===== src/rtl/map_scheduler.sv =====
// Map-step sequencer: speed-dependent move_map pulse plus obstacle/objective row selection.
// Outputs are combinational from registered state (same-cycle); no backpressure, generate_map takes every pulse.
module map_scheduler #(
   parameter int TICK_BASE   = 1250000,
   parameter int MIN_GAP_OBS = 8,
   parameter int MIN_GAP_OBJ = 12
) (
   input  logic        clock,
   input  logic        reset_n,
   input  logic        start,
   input  logic        stop,
   input  logic        pause_toggle,
   input  logic [1:0]  speed_level,
   input  logic        obstacle_generated,
   input  logic        objective_generated,
   output logic        move_map,
   output logic        sel_obstacle,
   output logic        sel_objective,
   output logic        running,
   output logic [15:0] step_count
);

   localparam int PW = $clog2(TICK_BASE + 1);
   localparam logic [PW-1:0] TICK_BASE_W = PW'(TICK_BASE);

   typedef enum logic [1:0] {IDLE, RUN, PAUSE} state_t;

   state_t        state, state_nxt;
   logic          enter_run;
   logic [PW-1:0] tick_cnt;
   logic [PW-1:0] period;
   logic [PW-1:0] period_sel;
   logic [7:0]    gap_obs;
   logic [7:0]    gap_obj;
   logic [7:0]    lfsr;
   logic [3:0]    thr;

   assign period_sel = TICK_BASE_W >> speed_level;

   // stop outranks start/pause_toggle; start only counts from IDLE
   always_comb begin
      state_nxt = state;
      enter_run = 1'b0;
      case (state)
         IDLE: begin
            if (start && !stop) begin
               state_nxt = RUN;
               enter_run = 1'b1;
            end
         end
         RUN: begin
            if (stop)              state_nxt = IDLE;
            else if (pause_toggle) state_nxt = PAUSE;
         end
         PAUSE: begin
            if (stop)              state_nxt = IDLE;
            else if (pause_toggle) state_nxt = RUN;
         end
         default: state_nxt = IDLE;
      endcase
   end

   always_comb begin
      running  = (state == RUN);
      move_map = (state == RUN) && (tick_cnt == period - PW'(1));
      case (speed_level)
         2'd0:    thr = 4'd4;
         2'd1:    thr = 4'd6;
         2'd2:    thr = 4'd8;
         default: thr = 4'd10;
      endcase
      // obstacle wins when both rows would qualify on the same step
      sel_obstacle  = move_map && (gap_obs >= 8'(MIN_GAP_OBS)) && (lfsr[3:0] < thr);
      sel_objective = move_map && (gap_obj >= 8'(MIN_GAP_OBJ)) && (lfsr[7:4] < 4'd6)
                      && !sel_obstacle;
   end

   always_ff @(posedge clock) begin
      if (!reset_n) begin
         state      <= IDLE;
         tick_cnt   <= '0;
         period     <= TICK_BASE_W;
         gap_obs    <= 8'hFF;
         gap_obj    <= 8'hFF;
         lfsr       <= 8'hA5;
         step_count <= '0;
      end else begin
         state <= state_nxt;
         lfsr  <= {lfsr[6:0], lfsr[7] ^ lfsr[5] ^ lfsr[4] ^ lfsr[3]};

         // period is only re-sampled at a step boundary so speed changes never split a step
         if (enter_run) begin
            tick_cnt   <= '0;
            step_count <= '0;
            period     <= period_sel;
         end else if (move_map) begin
            tick_cnt   <= '0;
            period     <= period_sel;
            step_count <= step_count + 16'd1;
         end else if (state == RUN) begin
            tick_cnt   <= tick_cnt + PW'(1);
         end

         if (enter_run) begin
            gap_obs <= 8'hFF;
            gap_obj <= 8'hFF;
         end else begin
            if (obstacle_generated)               gap_obs <= 8'h00;
            else if (move_map && gap_obs != 8'hFF) gap_obs <= gap_obs + 8'd1;
            if (objective_generated)              gap_obj <= 8'h00;
            else if (move_map && gap_obj != 8'hFF) gap_obj <= gap_obj + 8'd1;
         end
      end
   end

endmodule


===== config.mk =====
export PLATFORM = sky130hd
export DESIGN_NAME = map_scheduler
export DESIGN_NICKNAME = d
export VERILOG_FILES = /design/src/rtl/map_scheduler.sv
export SDC_FILE = /design/constraint.sdc
export NUM_CORES = 1
export LEC_CHECK = 0
export BUFFER_PORTS_ARGS = -buffer_cell sky130_fd_sc_hd__buf_2
export CAP_MARGIN = 20
export CORE_MARGIN = 1.5
export CORE_UTILIZATION = 65
export CTS_BUF_LIST = sky130_fd_sc_hd__clkbuf_4
export CTS_CLUSTER_SIZE = 10
export DETAILED_ROUTE_END_ITERATION = 7
export PLACE_DENSITY = 0.85
export RECOVER_POWER = 25
export REMOVE_ABC_BUFFERS = 1
export SLEW_MARGIN = 20
export SYNTH_ARGS = -nofsm -noshare
export SYNTH_HDL_FRONTEND = slang
export SYNTH_SLANG_ARGS = --single-unit

===== constraint.sdc =====
create_clock -name clock -period 6.3 [get_ports clock]
set_input_delay 1.26 -clock clock [delete_from_list [all_inputs] [get_ports clock]]
set_output_delay 1.26 -clock clock [all_outputs]
set_load 0.03 [all_outputs]

==> impl_metrics.csv <==
group,metric,value,unit
sta,fin_crit_sh,73.1,%
status,outcome,"finished clean",
layout,antennaDiodeCount,0,
logic_synthesis,dominantRegCellSynth,"dfxtp_1",
cts,root_buffer,"clkbuf_4",
detailed_routing,ant_nets,0,
floorplan,row_count,30,
logic_synthesis,yosysUniqueCellTypes,58,
floorplan,initial_core_util,66.6,%
cts,cts_setup_buffers,0,
floorplan,die-area,7390,sq um
global_route,first_global_vias,3750,
sta,setup_viol_count_final,0,
worst_setup_path,worstPathArrival,3.34,ns
worst_setup_path,path_class,"reg -> out",
pwr,p_leak,1.86,nW
logic_synthesis,synth_edf_count,0,
cts,cts.htree.levels,3,
global_route,grt_start_max_net_pins,33,
detailed_routing,wl_per_cell,15.8,microns
sta,tns,0,ns
cts,path_clk_slew,0.12,ns
cts,cts_sinks,75,
cts,postCtsHoldBufs,0,
min_path,min_path_cells,1,
layout,syn2layout_area_growth,6.80,%
layout,num-fill-cells,511,
layout,layout_common_cells,"dfxtp_1, nand2_1, nor2_1",
worst_setup_path,critical_path.max_fanout,10,
worst_setup_path,slowest_stage,"nor3b_1",
placement,dp_hpwl,7.19,mm
detailed_routing,drtIter0Drc,366,
global_route,grt_antenna_before_repair,0,
worst_setup_path,cpPeakStageDelay,0.65,ns
floorplan,die_height,86.0,microns
layout,final_area,4780,sq um
global_route,grt-ovfl-total,0,
global_route,grt_usage,28.9,%
layout,final_common_cell,"dfxtp_1",
logic_synthesis,ys_warn_count,0,
logic_synthesis,synth_seq_area_share,33.6,%
job,cap_violations,0,
global_route,grt_pass1_wl,17.0,mm
layout,finish.net_count,576,
placement,placed_area,4610,sq um
sta,fin_worst_skew,0.0158,ns
cts,cts_made_buffers,9,
worst_setup_path,end_kind,"output port",
cts,cts_tree,"done",
sta,report.final.slew_viol_count,0,
logic_synthesis,ys_seq_elements,75,
pwr,p_per_area,211,nW/um^2
floorplan,core-area,6720,sq um
logic_synthesis,avgSynthCellArea,8.27,sq um
cts,clk_latency,0.44,ns
logic_synthesis,synthArstFlopShare,0,%
detailed_routing,route.detailed.drc,0,
detailed_routing,via_per_inst,6.28,
worst_setup_path,crit_chain,"inv_1 -> ha_1 -> nor3b_1 -> nand3b_1 -> xnor2_1 -> nor4_1 -> nand2_1 -> nor3_1 -> and3_1 -> buf_2",
placement,gp_congestion,0.933,
pwr,ir_worst_vdd,0.000156,V
sta,fin_crit,4.60,ns
sta,tightest_slew,1.17,ns
sta,fmax,217,MHz
sta,finalHoldViolations,0,
sta,rsz0062_at_grt,"no",
worst_setup_path,startpoint_type,"flop",
logic_synthesis,netlist_area,4470,sq um
layout,drive_above_1_share,8.44,%
placement,port_buffers,28,
min_path,min_path_type,"reg -> reg",
detailed_routing,dr.pass1.iters,6,
cts,clockBufferDepth,2,
worst_setup_path,worstPathRequired,5.04,ns
detailed_routing,vias,4003,
cts,cts_resized,0,
floorplan,pin_count,29,
worst_setup_path,reg2regPathDepth,9,
floorplan,die_w,86.0,microns
logic_synthesis,syn_inst,541,
sta,slew_headroom,22.2,%
detailed_routing,drt-total-wl,10.1,mm
[area by class of cell]
cell class / instances / area [sq um] / area share [%]
multi-input combinational: 416 / 2770 / 58.0
tap: 80 / 100 / 2.09
inverter: 17 / 63.8 / 1.34
sequential: 75 / 1500 / 31.4
clock buffer: 9 / 67.6 / 1.41
timing repair buffer: 33 / 160 / 3.35
clock inverter: 7 / 115 / 2.41
[sequential cells by signal, indices dropped and copies added, names as in the netlist]
signal	count
lfsr	8
step_count	16
period	12
tick_cnt	21
gap_obj	8
gap_obs	8
state	2
[critical path: cells and delay by family (launching register included)]
kind          cells  cell delay (ns)
flops             1             0.44
simple gates      6             1.77
buf+inv           2             0.29
fa+ha+maj         1             0.23
xor+xnor          1             0.18
[kinds of logic after synthesis]
| family | count (synthesis) | share of synthesized area (%) |
|---|---|---|
| AO/OA/AOI/OAI | 68 | 10.8 |
| AND/OR/NAND/NOR | 260 | 31.3 |
| adder cells (fa/ha/maj) | 15 | 4.19 |
| XOR/XNOR | 43 | 8.42 |
| multiplexers | 30 | 6.88 |
| buffers and inverters | 50 | 4.87 |
| flip-flops | 75 | 33.6 |
[metrics by stage]
step | hold WS [ns] | setup WS (ns) | utilization [%] | power [mW] | std cells
2_1_floorplan | 0.405 | 0.201 | - | 0.602 | 508
3_3_place_gp | 0.414 | 2.13 | 68.6 | 0.632 | 621
3_5_place_dp | 0.441 | 2.04 | 68.6 | 0.638 | 621
4_1_cts | 0.470 | 1.80 | 71.3 | 1.01 | 637
5_1_grt | 0.484 | 1.49 | 71.1 | 1.05 | 637
6_report | 0.462 | 1.70 | 71.1 | 1.01 | 637
[cell usage after synthesis, types with 19 or more instances]
master	n	area, sq um
xnor2_1	24	210
clkbuf_1	22	82.6
nand4_1	22	138
nand2b_1	30	188
dfxtp_1	75	1500
xor2_1	19	166
mux2i_1	24	240
nand2_1	54	203
nand3_1	24	120
nor3_1	22	110
nor2_1	40	150
[worst paths after layout]
kind,endpoint,slack (ns),startpoint
min,lfsr[2],0.46,lfsr[1]
min reg2reg,lfsr[2],0.46,lfsr[1]
max reg2reg,gap_obs[1],2.37,period[13]
max,sel_objective,1.70,period[13]
[where the power goes]
| part | total, mW | switching [mW] | leakage [nW] | internal (mW) |
|---|---|---|---|---|
| registers | 0.514 | 0.0229 | 0.613 | 0.491 |
| clock network | 0.376 | 0.176 | 0.0940 | 0.200 |
| logic | 0.116 | 0.0689 | 1.15 | 0.0475 |
| total | 1.01 | 0.267 | 1.86 | 0.739 |
[layer usage]
| metal | GRT usage, % | share of wire, % |
|---|---|---|
| met5 | 0 | 0 |
| met1 | 38.6 | 46 |
| met2 | 43.3 | 45 |
| met4 | 14.5 | 2.2 |
| met3 | 7.31 | 7.4 |
Note: power is estimated with default switching activity, not from simulation.
